`src/rtl/audio_playback.sv`:
```
// audio_playback: streams buffered samples to the audio output at the sample rate, one-shot or looped
module audio_playback #(
    parameter int CLK_FREQ      = 50000000,
    parameter int SAMPLE_RATE   = 48000,
    parameter int TOTAL_SAMPLES = 96000,
    parameter int ADDR_W        = 17,
    parameter int DATA_W        = 16
) (
    input  logic              clk,
    input  logic              rst,
    input  logic              start,
    input  logic              stop,
    input  logic              loop_en,
    output logic [ADDR_W-1:0] mem_addr,
    output logic              mem_rd,
    input  logic [DATA_W-1:0] mem_rdata,
    output logic [DATA_W-1:0] audio_out,
    output logic              sample_valid,
    output logic              busy,
    output logic              done,
    output logic [17:0]       ledr
);
    localparam int DIV = CLK_FREQ / SAMPLE_RATE;
    localparam int DW  = $clog2(DIV);

    typedef enum logic [2:0] {IDLE, PRIME, LOAD, PLAY, DRAIN} state_t;

    state_t            state, state_n;
    logic [DW-1:0]     div, div_n;
    logic [DATA_W-1:0] next_sample, next_sample_n, audio_n;
    logic [ADDR_W-1:0] addr_n;
    logic [17:0]       ledr_n;
    logic              rd_n, rd_d, sv_n, done_n, tick, last;

    assign tick = div == DW'(DIV - 1);
    assign last = mem_addr == ADDR_W'(TOTAL_SAMPLES - 1);

    // next state and next register values; stop overrides everything outside IDLE
    always_comb begin
        state_n       = state;
        div_n         = tick ? '0 : div + 1'b1;
        addr_n        = mem_addr;
        rd_n          = 1'b0;
        audio_n       = audio_out;
        sv_n          = 1'b0;
        done_n        = 1'b0;
        ledr_n        = ledr;
        next_sample_n = rd_d ? mem_rdata : next_sample;
        case (state)
            IDLE: begin
                div_n = '0;
                if (start && !stop) begin
                    state_n = PRIME;
                    addr_n  = '0;
                    rd_n    = 1'b1;
                    ledr_n  = 18'h00001;
                end else if (stop) begin
                    ledr_n = '0;
                end
            end
            PRIME: begin
                div_n   = '0;
                state_n = LOAD;
            end
            LOAD: begin
                div_n         = '0;
                next_sample_n = mem_rdata;
                state_n       = PLAY;
            end
            PLAY: begin
                if (tick) begin
                    audio_n = next_sample;
                    sv_n    = 1'b1;
                    if (!last) begin
                        addr_n = mem_addr + 1'b1;
                        rd_n   = 1'b1;
                    end else if (loop_en) begin
                        addr_n = '0;
                        rd_n   = 1'b1;
                    end else begin
                        state_n = DRAIN;
                    end
                end
            end
            DRAIN: begin
                if (tick) begin
                    audio_n = '0;
                    done_n  = 1'b1;
                    ledr_n  = 18'h3FFFF;
                    state_n = IDLE;
                end
            end
            default: state_n = IDLE;
        endcase
        if (stop && state != IDLE) begin
            state_n = IDLE;
            audio_n = '0;
            rd_n    = 1'b0;
            sv_n    = 1'b0;
            done_n  = 1'b0;
            ledr_n  = '0;
            div_n   = '0;
        end
    end

    // all state and outputs registered; rd_d marks the cycle the buffer data is valid
    always_ff @(posedge clk or posedge rst) begin
        if (rst) begin
            state        <= IDLE;
            div          <= '0;
            next_sample  <= '0;
            mem_addr     <= '0;
            mem_rd       <= 1'b0;
            rd_d         <= 1'b0;
            audio_out    <= '0;
            sample_valid <= 1'b0;
            busy         <= 1'b0;
            done         <= 1'b0;
            ledr         <= '0;
        end else begin
            state        <= state_n;
            div          <= div_n;
            next_sample  <= next_sample_n;
            mem_addr     <= addr_n;
            mem_rd       <= rd_n;
            rd_d         <= mem_rd;
            audio_out    <= audio_n;
            sample_valid <= sv_n;
            busy         <= state_n != IDLE;
            done         <= done_n;
            ledr         <= ledr_n;
        end
    end
endmodule

```
`config.mk`:
```
export PLATFORM = sky130hd
export DESIGN_NAME = audio_playback
export DESIGN_NICKNAME = d
export VERILOG_FILES = /design/src/rtl/audio_playback.sv
export SDC_FILE = /design/constraint.sdc
export NUM_CORES = 1
export LEC_CHECK = 0
export BUFFER_PORTS_ARGS = -buffer_cell sky130_fd_sc_hd__buf_4
export CAP_MARGIN = 20
export CORE_UTILIZATION = 51
export CTS_BUF_LIST = sky130_fd_sc_hd__clkbuf_4 sky130_fd_sc_hd__clkbuf_8 sky130_fd_sc_hd__clkbuf_16
export DETAILED_ROUTE_END_ITERATION = 6
export PLACE_DENSITY = 0.75
export SYNTH_ARGS = -nofsm -noshare
export SYNTH_HDL_FRONTEND = slang
export SYNTH_SLANG_ARGS = --single-unit
```
`constraint.sdc`:
```
create_clock -name clk -period 4.5 [get_ports clk]
set_clock_uncertainty 0.15 [all_clocks]
set_input_delay 0.225 -clock clk [delete_from_list [all_inputs] [get_ports clk]]
set_output_delay 0.225 -clock clk [all_outputs]
set_load 0.02 [all_outputs]
```
=== Word-level counts from Yosys, hierarchy flattened ===
Cells that the tools add are included.

* Bits in registers: 86
* Input bits: 21
* Output and inout port bits: 55
* Word-level logic and storage cells: 76

* $add $sub $neg: 2
* Eq/ne operators: 12
* Multiplexer cells: 37
* Reductions and logical operators: 14

{| class="wikitable"
|+ Operators with widths
! cell !! count
|-
| 16-bit 2-to-1 mux || 5
|-
| 18-bit 2-to-1 mux || 4
|-
| 17-bit 2-to-1 mux || 4
|-
| 18-bit one-hot mux with 2 select lines || 1
|-
| 17-bit one-hot mux with 2 select lines || 1
|-
| 11-bit 2-to-1 mux || 3
|-
| 16-bit one-hot mux with 2 select lines || 1
|-
| 3-bit 2-to-1 mux || 6
|-
| 17-bit by 1-bit adder with 17-bit output (second input constant) || 1
|-
| 17-bit == test (second input constant) || 1
|-
| 3-bit one-hot mux with 5 select lines || 1
|-
| 3-bit nonzero test || 4
|-
| 11-bit by 1-bit adder with 11-bit output (second input constant) || 1
|-
| 11-bit == test (second input constant) || 1
|-
| 1-bit 2-to-1 mux || 10
|-
| 3-bit != test (second input constant) || 3
|-
| 3-bit by 2-bit == test with 1-bit output (second input constant) || 2
|-
| 3-bit AND reduction || 2
|-
| 2-bit != test (second input constant) || 2
|-
| 4-bit != test (second input constant) || 1
|-
| 4-bit AND reduction || 1
|-
| 2-bit nonzero test || 2
|-
| 3-bit by 1-bit == test with 1-bit output (second input constant) || 1
|-
| 3-bit == test (second input constant) || 1
|-
| other kinds (5) || 6
|}

=== Logic depth before layout (Yosys ltp) ===
* Depth in word-level cells: 6
* Depth in mapped cells: 9
* Mapped depth without buffers: 7

=== Worst setup path after synthesis ===
OpenSTA, ideal clock, no wires.

* Path kind: register to register
* Start: reg div[0]
* End: reg audio_out[0]
* Library setup time: 0.079 ns
* Arrival time: 2.225 ns
* Path slack: 2.046 ns
* Stages on the path, launching flop included: 10
* Period minus slack after synthesis: 2.454 ns
* Path through: dfrtp_1 inv_1 ha_1 or4b_4 or4_1 buf_2 a21o_1 nand2_4 buf_8 mux2i_1

* Longest elaborated chain between the ends: 3
* Elaborated cells between the ends (all ways): 4
* Those cells by class: 3 x eq/ne; 1 x reduce/logical

{| class="wikitable"
|+ Ends and longest elaborated chain
! item !! line !! text
|-
| start: declaration || 29 || <nowiki>logic [DW-1:0] div, div_n;</nowiki>
|-
| start signal: assignment || 122 || <nowiki>div <= div_n;</nowiki>
|-
| 11-bit == test (*) || 35 || <nowiki>assign tick = div == DW'(DIV - 1);</nowiki>
|-
| 3-bit != test (no source line) || -- ||
|-
| 3-bit AND reduction (no source line) (*) || -- ||
|-
| end signal: assignment || 127 || <nowiki>audio_out <= audio_n;</nowiki>
|-
| end: declaration || 17 || <nowiki>output logic [DATA_W-1:0] audio_out,</nowiki>
|}

Every way passes the cells marked *; elsewhere a longest branch is shown, timed or not.
A chain may end at the register's enable or synchronous reset.

=== Worst setup path after layout ===
* Start: reg mem_addr[11]
* End: reg mem_addr[1]

* Longest elaborated chain between the ends: 4
* Elaborated cells between the ends (all ways): 6
* Those cells by class: 2 x eq/ne; 3 x mux; 1 x reduce/logical

{| class="wikitable"
|+ Ends and longest elaborated chain
! item !! line !! text
|-
| start: declaration || 14 || <nowiki>output logic [ADDR_W-1:0] mem_addr,</nowiki>
|-
| start signal: assignment || 124 || <nowiki>mem_addr <= addr_n;</nowiki>
|-
| 17-bit == test (*) || 36 || <nowiki>assign last = mem_addr == ADDR_W'(TOTAL_SAMPLES - 1);</nowiki>
|-
| 17-bit 2-to-1 mux || 74 || <nowiki>if (!last) begin</nowiki>
|-
| 17-bit 2-to-1 mux || 71 || <nowiki>if (tick) begin</nowiki>
|-
| 17-bit one-hot mux with 2 select lines || 49 || <nowiki>case (state)</nowiki>
|}

Every way passes the cells marked *; elsewhere a longest branch is shown, timed or not. The select of a mux whose other input is x is not followed.

==> run summary <==
Summing every instance area after synthesis gives 0.00355 sq mm. Number of buffers inserted by port buffering: 75. The kind of critical path was flip-flop to flip-flop.

The area overhead of the layout relative to synthesis was 25.1%. The flow ran to the end, and the final reports show no timing, DRC or antenna violations. Power spread over the standard cell area amounts to 414 mW/mm^2. The fraction of synthesized cell area taken by the top area cell type is 49.3%. In this run the core area contains 30 standard-cell rows. The class of the tightest hold or removal check was input port to flip-flop. The post-CTS clock slew at the launch and capture registers of the worst setup and hold paths was 0.08 ns; the final instance area was 0.00444 sq mm. The tools report the post-synthesis net count as 370.

Summed over all layers, the routed wires come to 7920 microns. The cell chosen for the clock root was clkbuf_8. The worst vdd rail ir drop came out at 0.000174 V. Measured along the y axis, the die boundary spans 85.4 microns.

Yosys attributes the largest share of cell area to dfrtp_1, mux2_2, mux2i_1. The clock net in this run drives a total of 70 sinks. The tool flagged a number of max-cap violations equal to 0. The path depth of the worst reg2reg path came out at 5.

The HPWL after detailed placement is 5240 microns. Of all flip-flops after synthesis, the portion carrying an async set or reset was 100%. At the worst endpoint, the arrival time is 2.88 ns. For this run, design rule violations remaining after detail routing come to 0. 0 antenna diodes ended up in the layout. STA classifies the critical path endpoint as a flip-flop. The remaining global-route overflow is 0, and the worst slack at placement is 1.72 ns. The net count of the finished layout is 448.

The initial standard-cell utilization of the core is 52.5%. The number of global-route vias before repair is 2718. The sequential share of the synthesized area is 49.3%.

The final number of hold-violating endpoints came out at 0. The die covers 0.00730 sq mm. In this run the horizontal extent of the chip is 85.4 microns. For the pin with the worst max-slew slack, the measured transition is 0.975 ns.

Cells with a size suffix above 1 make up 28.4% of the layout. The critical-path cell with the highest stage delay was o311ai_2. In this run the remaining antenna-violating nets after routing total 0. Setup violations remaining at the end of the flow were counted as 0. The worst hold path passes through 4 cells.

The worst hold margin came out at 0.0419 ns. Entering global routing, the biggest net connects 38 pins. Summed over all failing endpoints, the final setup total negative slack is 0 ns. The number of flip-flops and latches in the synthesized netlist works out to 70. The filler cell count was 548.

The core box area is 0.00676 sq mm. After synthesis, the mean cell area works out to 10.3 sq um. The worst slew margin relative to its limit came out at 35.0%.

The DRC marker count from the first detailed-route iteration is 181, and the average wire length per cell after detail routing is 15.6 microns. In this run the static leakage power is 2.04 nW. The fraction of the cycle the final worst path needs is 62.3%, and the maximum fanout along the worst path is 13. Count of distinct cell types in the synthesized netlist: 48. At the worst endpoint, the required time is 4.57 ns. Clock latency on the worst-skew pair, taken at its later pin, is 0.34 ns. The number of antenna violations at the first check in global routing is 0. The final route contains 2855 vias. Synthesis produced a netlist whose cell count is 346. The run gives 357 MHz as the top achievable clock speed. Setup repair after global routing left no endpoint under its margin.

The worst path in the final design needs a cycle of 2.80 ns, including I/O delays and setup. Walking the worst path, the cells encountered are nand2b_1 > or4_1 > o311ai_2 > and2_1 > o21ai_0. The number of max-slew violations in the final report came out at 0. The placed instances occupy a cell area of 0.00405 sq mm.

The worst setup path is launched from a flip-flop. In this run, synthesis inferred 0 flip-flops with an integrated enable. The H-tree was split into 3 levels. For the count of TritonRoute iterations in the first routing pass, the log shows 4.

For the total I/O pin count, the log shows 76. TritonCTS built the clock tree. The synthesis warning total was 0. Setup fix buffers added after clock tree synthesis: 0. Maximum count of clock buffers along a single path: 2. The cell taking the most area after synthesis is dfrtp_1. For this run, the slowest stage of the critical path takes 0.87 ns. The first global-routing pass estimated 13000 microns of wire.

Post-CTS repair changed the size of 0 cells. The weighted congestion reported at the end of routability-driven placement is 0.857, and the total clock buffers created by CTS is 9. In the routed layout, each cell is associated on average with a via count of 5.61. The overall fraction of global-route tracks in use is 22.7%. The top flip-flop cell by instance count after synthesis is dfrtp_1. In the post-route analysis, the smallest setup slack over all paths is 1.70 ns.
worst paths after layout:
check	start	end	slack (ns)
worst max register to register	mem_addr[11]	mem_addr[1]	1.70
worst max-delay path	mem_addr[11]	mem_addr[1]	1.70
min in group asynchronous	rst	audio_out[6]	0.45
max in group asynchronous	rst	next_sample[14]	2.83
worst min-delay path	start	ledr[16]	0.04
worst min register to register	mem_rd	rd_d	0.23
registers in the layout, indices dropped and copies added, names as in the netlist, 2 cells and up:
signal,cells
audio_out,16
div,11
ledr,2
mem_addr,17
next_sample,16
state,3
through the flow:
stage | instances | util (%) | power, mW
4_1_cts | 509 | 65.7 | 1.84
5_1_grt | 509 | 65.7 | 1.93
3_3_place_gp | 475 | 60.0 | 1.28
6_report | 509 | 65.7 | 1.84
2_1_floorplan | 346 | - | 1.11
3_5_place_dp | 475 | 60.0 | 1.31
layout by cell type, fill, tap and decap left out, types with 3 or more instances in the layout:
cell,netlist,routed
a21oi_1,7,7
nor3_1,5,5
mux2_2,17,17
buf_4,16,78
clkbuf_8,0,10
dfrtp_1,70,70
nand2b_1,4,4
a2bb2oi_1,4,4
o21ai_0,9,9
ha_1,3,3
nor2_1,25,25
inv_1,28,27
nand3_1,20,20
nand2_1,31,31
o31ai_1,6,6
dlygate4sd3_1,0,18
nor4_1,7,7
or3_1,4,4
xor2_1,5,5
mux2i_1,19,19
a22oi_1,4,4
and3_1,4,4
a31oi_1,3,3
nand4_1,7,7
o22ai_1,5,5
worst max-delay path, delay by kind of cell, from the launching register on:
kind,cells,cell delay [ns]
flip-flops,1,0.43
AND/OR/NAND/NOR,3,1.12
AO/OA/AOI/OAI,2,0.97
per-layer routing:
metal	track usage [%]	share of wire, %	vias to the layer above
met5	0	0	-
met4	5.91	0.77	0
met3	4.77	5.0	5
met2	36.9	49	93
met1	31.2	45	1386
li1	-	-	1371
power breakdown:
part | switching [mW] | internal, mW | total (mW)
registers | 0.0709 | 0.757 | 0.827
clock network | 0.255 | 0.275 | 0.530
logic | 0.257 | 0.221 | 0.478
synthesized netlist by cell type, types with 3 or more instances:
cell / n
clkbuf_1: 10
xor2_1: 5
dfrtp_1: 70
a22oi_1: 4
mux2_2: 17
inv_1: 28
nor4_1: 7
ha_1: 3
nand4_1: 7
o22ai_1: 5
buf_4: 16
mux2i_1: 19
nand2_1: 31
or3_1: 4
a31oi_1: 3
and3_1: 4
a21oi_1: 7
nor3_1: 5
a2bb2oi_1: 4
nor2_1: 25
o21ai_0: 9
nand2b_1: 4
nand3_1: 20
o31ai_1: 6
layout make-up:
class                           instances  area [sq um]  area share, %
Clock inverter                          6          68.8           1.55
Clock buffer                           10           138           3.10
Inverter                               28           105           2.37
Timing Repair Buffer                   96           766           17.2
Sequential cell                        70          1750           39.5
Multi-Input combinational cell        219          1510           34.0
Tap cell                               80           100           2.25
cell families after synthesis:
logic type	synth area share (%)
AOI/OAI and AO/OA	11.2
buffers and inverters	8.11
DFF	49.3
xor gates and xnor gates	1.73
adders and majority gates	1.06
muxes	10.8
and+or+nand+nor	17.8
repair_timing:
action	in CTS	in global routing
setup endpoints to repair	0	0
hold buffers	18	0
endpoints found under the hold margin	57	0
Note: power is estimated with default switching activity, not from simulation.
